<file path="src/rtl/branch_redirect_unit_pkg.sv">
// Shared definitions for the branch redirect unit: branch decision codes (same as the
// comparator), FSM state encodings and the fetch PC step.
package branch_redirect_unit_pkg;

  typedef enum logic [1:0] {
    BR_NONE  = 2'b00,
    BR_TAKEN = 2'b01,
    BR_JUMP  = 2'b10,
    BR_RSVD  = 2'b11
  } br_code_e;

  typedef enum logic [1:0] {
    S_IDLE     = 2'b00,
    S_REDIRECT = 2'b01,
    S_FLUSH    = 2'b10
  } state_e;

  localparam int PC_STEP = 2;
  localparam int CNT_W   = 3;

  // Reserved code and "no branch" both fall through as not taken.
  function automatic logic br_is_taken(input logic valid, input logic [1:0] code);
    return valid && ((code == BR_TAKEN) || (code == BR_JUMP));
  endfunction

endpackage

</file>
<file path="src/rtl/branch_redirect_unit_target_adder.sv">
// bru_target_adder: combinational branch target br_pc + 2 + br_offset, wrapping
// modulo 2^ADDR_W.
module bru_target_adder
  import branch_redirect_unit_pkg::*;
#(
  parameter int ADDR_W = 16
) (
  input  logic [ADDR_W-1:0] br_pc,
  input  logic [ADDR_W-1:0] br_offset,
  output logic [ADDR_W-1:0] target
);

  localparam logic [ADDR_W-1:0] STEP = ADDR_W'(PC_STEP);

  assign target = br_pc + STEP + br_offset;

endmodule

</file>
<file path="src/rtl/branch_redirect_unit.sv">
// branch_redirect_unit: owns the fetch PC, redirects on taken branches/jumps and
// sequences IF/ID + ID/EX flush bubbles. Optional BRU_STATS_EN adds outcome counters.
module branch_redirect_unit
  import branch_redirect_unit_pkg::*;
#(
  parameter int                ADDR_W       = 16,
  parameter int                FLUSH_CYCLES = 2,
  parameter logic [ADDR_W-1:0] RESET_PC     = '0
) (
  input  logic              clk,
  input  logic              rst,
  input  logic              br_valid,
  input  logic [1:0]        branch,
  input  logic [ADDR_W-1:0] br_pc,
  input  logic [ADDR_W-1:0] br_offset,
  input  logic              stall,
  output logic [ADDR_W-1:0] pc,
  output logic              flush_ifid,
  output logic              flush_idex,
  output logic              redirect_busy
`ifdef BRU_STATS_EN
  ,
  output logic [15:0]       taken_cnt,
  output logic [15:0]       nottaken_cnt
`endif
);

  localparam logic [ADDR_W-1:0] STEP     = ADDR_W'(PC_STEP);
  localparam logic [CNT_W-1:0]  CNT_INIT = CNT_W'(FLUSH_CYCLES - 1);

  state_e            state_reg, state_next;
  logic [CNT_W-1:0]  count_reg, count_next;
  logic [ADDR_W-1:0] pc_reg, pc_next;
  logic [ADDR_W-1:0] target;
  logic              taken;

  bru_target_adder #(.ADDR_W(ADDR_W)) u_target_adder (
    .br_pc     (br_pc),
    .br_offset (br_offset),
    .target    (target)
  );

  assign taken = br_is_taken(br_valid, branch);

  always_ff @(posedge clk) begin
    if (rst) begin
      state_reg <= S_IDLE;
      count_reg <= '0;
      pc_reg    <= RESET_PC;
    end else begin
      state_reg <= state_next;
      count_reg <= count_next;
      pc_reg    <= pc_next;
    end
  end

  always_comb begin
    state_next = state_reg;
    count_next = count_reg;
    pc_next    = pc_reg;
    if (!stall) begin
      case (state_reg)
        S_IDLE: begin
          if (taken) begin
            pc_next    = target;
            count_next = CNT_INIT;
            state_next = S_REDIRECT;
          end else begin
            pc_next = pc_reg + STEP;
          end
        end
        S_REDIRECT: begin
          pc_next    = pc_reg + STEP;
          state_next = (count_reg == '0) ? S_IDLE : S_FLUSH;
        end
        S_FLUSH: begin
          // The count holds the bubbles still owed including this one.
          pc_next    = pc_reg + STEP;
          count_next = count_reg - 1'b1;
          if (count_next == '0) begin
            state_next = S_IDLE;
          end
        end
        default: begin
          state_next = S_IDLE;
          count_next = '0;
        end
      endcase
    end
  end

  assign pc            = pc_reg;
  assign flush_ifid    = (state_reg == S_REDIRECT) || (state_reg == S_FLUSH);
  assign flush_idex    = (state_reg == S_REDIRECT);
  assign redirect_busy = (state_reg == S_REDIRECT) || (state_reg == S_FLUSH);

`ifdef BRU_STATS_EN
  logic       accept;
  logic [1:0] stat_hit;

  // Only decisions the FSM actually acts on are counted.
  assign accept      = (state_reg == S_IDLE) && !stall && br_valid;
  assign stat_hit[0] = accept && taken;
  assign stat_hit[1] = accept && !taken;

  for (genvar gi = 0; gi < 2; gi++) begin : g_stat
    logic [15:0] cnt_reg;
    always_ff @(posedge clk) begin
      if (rst) begin
        cnt_reg <= '0;
      end else if (stat_hit[gi] && (cnt_reg != 16'hFFFF)) begin
        cnt_reg <= cnt_reg + 16'd1;
      end
    end
  end

  assign taken_cnt    = g_stat[0].cnt_reg;
  assign nottaken_cnt = g_stat[1].cnt_reg;
`endif

endmodule

</file>
<file path="config.mk">
export PLATFORM = sky130hd
export DESIGN_NAME = branch_redirect_unit
export DESIGN_NICKNAME = d
export VERILOG_FILES = /design/src/rtl/branch_redirect_unit_pkg.sv /design/src/rtl/branch_redirect_unit_target_adder.sv /design/src/rtl/branch_redirect_unit.sv
export SDC_FILE = /design/constraint.sdc
export NUM_CORES = 1
export LEC_CHECK = 0
export CAP_MARGIN = 0
export CORE_MARGIN = 8
export CORE_UTILIZATION = 36
export CTS_CLUSTER_DIAMETER = 50
export DETAILED_ROUTE_END_ITERATION = 8
export DONT_BUFFER_PORTS = 1
export SLEW_MARGIN = 20
export SYNTH_ARGS = -nofsm -noshare
export SYNTH_HDL_FRONTEND = slang
export SYNTH_HIERARCHICAL = 1
export SYNTH_SLANG_ARGS = --single-unit
</file>
<file path="constraint.sdc">
create_clock -name clk -period 2.6 [get_ports clk]
set_input_delay 0.52 -clock clk [delete_from_list [all_inputs] [get_ports clk]]
set_output_delay 0.52 -clock clk [all_outputs]
set_load 0.005 [all_outputs]
</file>
==> results_dict.tcl <==
set metrics [dict create \
    yosys-top-cells-count "ha_1, nand2_1, a21oi_1" \
    ys_async_sr_fraction_pct 0 \
    fin_ws_ps 258 \
    die_x_um 96.0 \
    cp-end-kind "flip-flop" \
    postCtsSetupBuffers 0 \
    slew_violations 0 \
    pin_count 57 \
    fillers 677 \
    cts-resized-gates 0 \
    yosys.area.top_type_share_pct 20.1 \
    pre_cts_ws_ps -14.1 \
    intPower_mw 0.653 \
    seqPwrFrac_pct 36.8 \
    grt_setup_unrepaired "no" \
    crit_family "adder cells" \
    synthFlopType "dfxtp_1" \
    clk_path_buf_depth 2 \
    cp_max_fo 4 \
    avgSynthCellArea_sq_um 7.92 \
    power.switching_mw 0.390 \
    largest_reg_flops 16 \
    path_clk_slew_ps 90 \
    finClkSkew_ps 5.80 \
    grt_first_pass_wirelength_mm 9.78 \
    wl_per_cell_um 16.0 \
    fin_crit_ps 2340 \
    syn-cell-area_sq_um 2300 \
    syn-num-nets 367 \
    max-vdd-ir-drop_mv 0.182 \
    hold_path_class "in2reg" \
    slowest_delay_ps 410 \
    cpMaxStageDelayCell "fa_1" \
    pwr-share-clk_pct 21.7 \
    instances_no_fill 373 \
    power_mw 1.04 \
    syn_inst 291 \
    dp_cells 369 \
    status "finished, final reports clean" \
    row_count 29 \
    ys_ff_latch 21 \
    fmax_mhz 427 \
    grt_usage_pct 13.0 \
    critPathKind "in2reg" \
    grt_overflow 0 \
    cp.arrival_ps 2490 \
    synth_area_leaders "ha_1, dfxtp_1, a21oi_1" \
    cts_buffers 3 \
    fp.dieArea_sq_um 9210 \
    clock_sinks 21 \
    place_congestion 0.813 \
    combPwrFrac_pct 41.5 \
    synth_cell_types 60 \
    via_per_inst 5.84 \
    p_leak_nw 0.976 \
    synth_top_area_cell "ha_1" \
    syn2layout_area_growth_pct 8.04 \
    max_slew_margin_pct 61.9 \
    power_density_nw_per_um2 419 \
    design_area_sq_um 2490 \
    hold_buffers 0 \
    drt_iter0_drc 102 \
    worst_slew_pin_slew_ps 571 \
    synth.yosys.seq_area_share_pct 18.3 \
    final_antenna_net_count 0 \
    io_buffer_count 0 \
    h-tree-depth 1 \
    synth_enable_flop_cells 0 \
    antenna_found_initial 0 \
    swShare_pct 37.4 \
    dr_total_vias 2178 \
    layout-drive-gt1-share_pct 9.46 \
    placed_cell_area_sq_um 2440 \
    synth.most_common_cell "ha_1" \
    finalHoldViolCount 0 \
    post-route-period-util_pct 90.1 \
    root_buffer "clkbuf_8" \
    grt_pass1_vias 2115 \
    drc 0 \
    worst-path-buf-inv 2 \
    die_y_um 96.0 \
    start_util_pct 36.7 \
    nNetsFinal 373 \
    firstDrtPassIters 4 \
    antenna_cells 0 \
    cap_violations 0 \
    worst_ep_required_time_ps 2750 \
    grt_max_degree 22 \
    clk_latency_ps 270 \
    ys_warn_count 6 \
    setup_violations 0 \
    core-area_sq_um 6280 \
    startpoint_type "input pin" \
    drt_wl_total_mm 5.97 \
    tritoncts "built" \
    path_cells "inv_1 > ha_1 > inv_1 > ha_1 > fa_1 > a21oi_1 > o21ai_2 > o21ai_1 > o21ai_1 > xor2_1 > nand3_1 > o41a_1 > o2bb2ai_1" \
    dp_hpwl_mm 4.75 \
]
routing by layer:
metal	GRT usage, %	share of wire (%)
met5	0	0
met4	2.05	0.70
met3	4.21	7.9
met2	21.9	46
met1	16.0	45
cell families (layout without fill, tap and decap cells):
family	count (synthesis)	in the layout	synth area share (%)
AO/OA/AOI/OAI	81	81	25.2
XOR/XNOR	14	14	5.32
adder cells (fa/ha/maj)	38	38	21.0
buffers and inverters	32	37	5.43
flip-flops	21	21	18.3
multiplexers	2	2	0.869
AND/OR/NAND/NOR	103	103	24.0
worst paths after layout:
kind | start | to | slack [ps] | cells past startpoint
min | rst | pc[0]$_SDFFE_PP0P_ | 310 | 1
max reg2reg | state_reg[0]$_SDFFE_PP0P_ | pc[2]$_SDFFE_PP0P_ | 490 | 6
min reg2reg | count_reg[1]$_SDFFE_PP0P_ | count_reg[1]$_SDFFE_PP0P_ | 450 | 2
max | br_pc[1] | pc[9]$_SDFFE_PP0P_ | 260 | 13
cell usage in the layout (no fill, tap or decap), types with 3 or more instances in the layout:
master / instances
nor4_1: 3
a21oi_1: 23
xor2_1: 7
buf_4: 12
nor2b_1: 4
ha_1: 37
nand2b_1: 3
xnor2_1: 7
inv_1: 21
a31oi_1: 8
and3_1: 3
clkbuf_8: 3
nor2_1: 10
a211oi_1: 5
nor3_1: 7
or3_1: 5
nand3_1: 17
o21ai_1: 5
nand4_1: 6
nand2_1: 28
o32ai_1: 6
a2bb2oi_1: 5
dfxtp_1: 21
area by class of cell:
class | instances | area [sq um] | area share [%]
Timing Repair Buffer | 12 | 90.1 | 3.62
Inverter | 21 | 78.8 | 3.17
Tap cell | 77 | 96.3 | 3.87
Multi-Input combinational cell | 238 | 1760 | 70.6
Clock buffer | 4 | 45.0 | 1.81
Sequential cell | 21 | 420 | 16.9
per-stage QoR:
stage	hold slack [ps]	setup TNS, ps	util, %
floorplan	432	0	-
finish	313	0	39.6
CTS	307	0	39.6
detailed placement	449	-15.0	38.9
global placement	433	0	38.9
global route	299	0	39.6
power groups by stage:
stage | Combinational (mW) | Sequential (mW) | Clock [mW]
after floorplan | 0.339 | 0.378 | 0
after global placement | 0.427 | 0.391 | 0
after detailed placement | 0.432 | 0.391 | 0
after CTS | 0.435 | 0.384 | 0.233
after global routing | 0.489 | 0.389 | 0.247
final | 0.432 | 0.384 | 0.226
No activity file was read; power rests on OpenSTA's default activity.
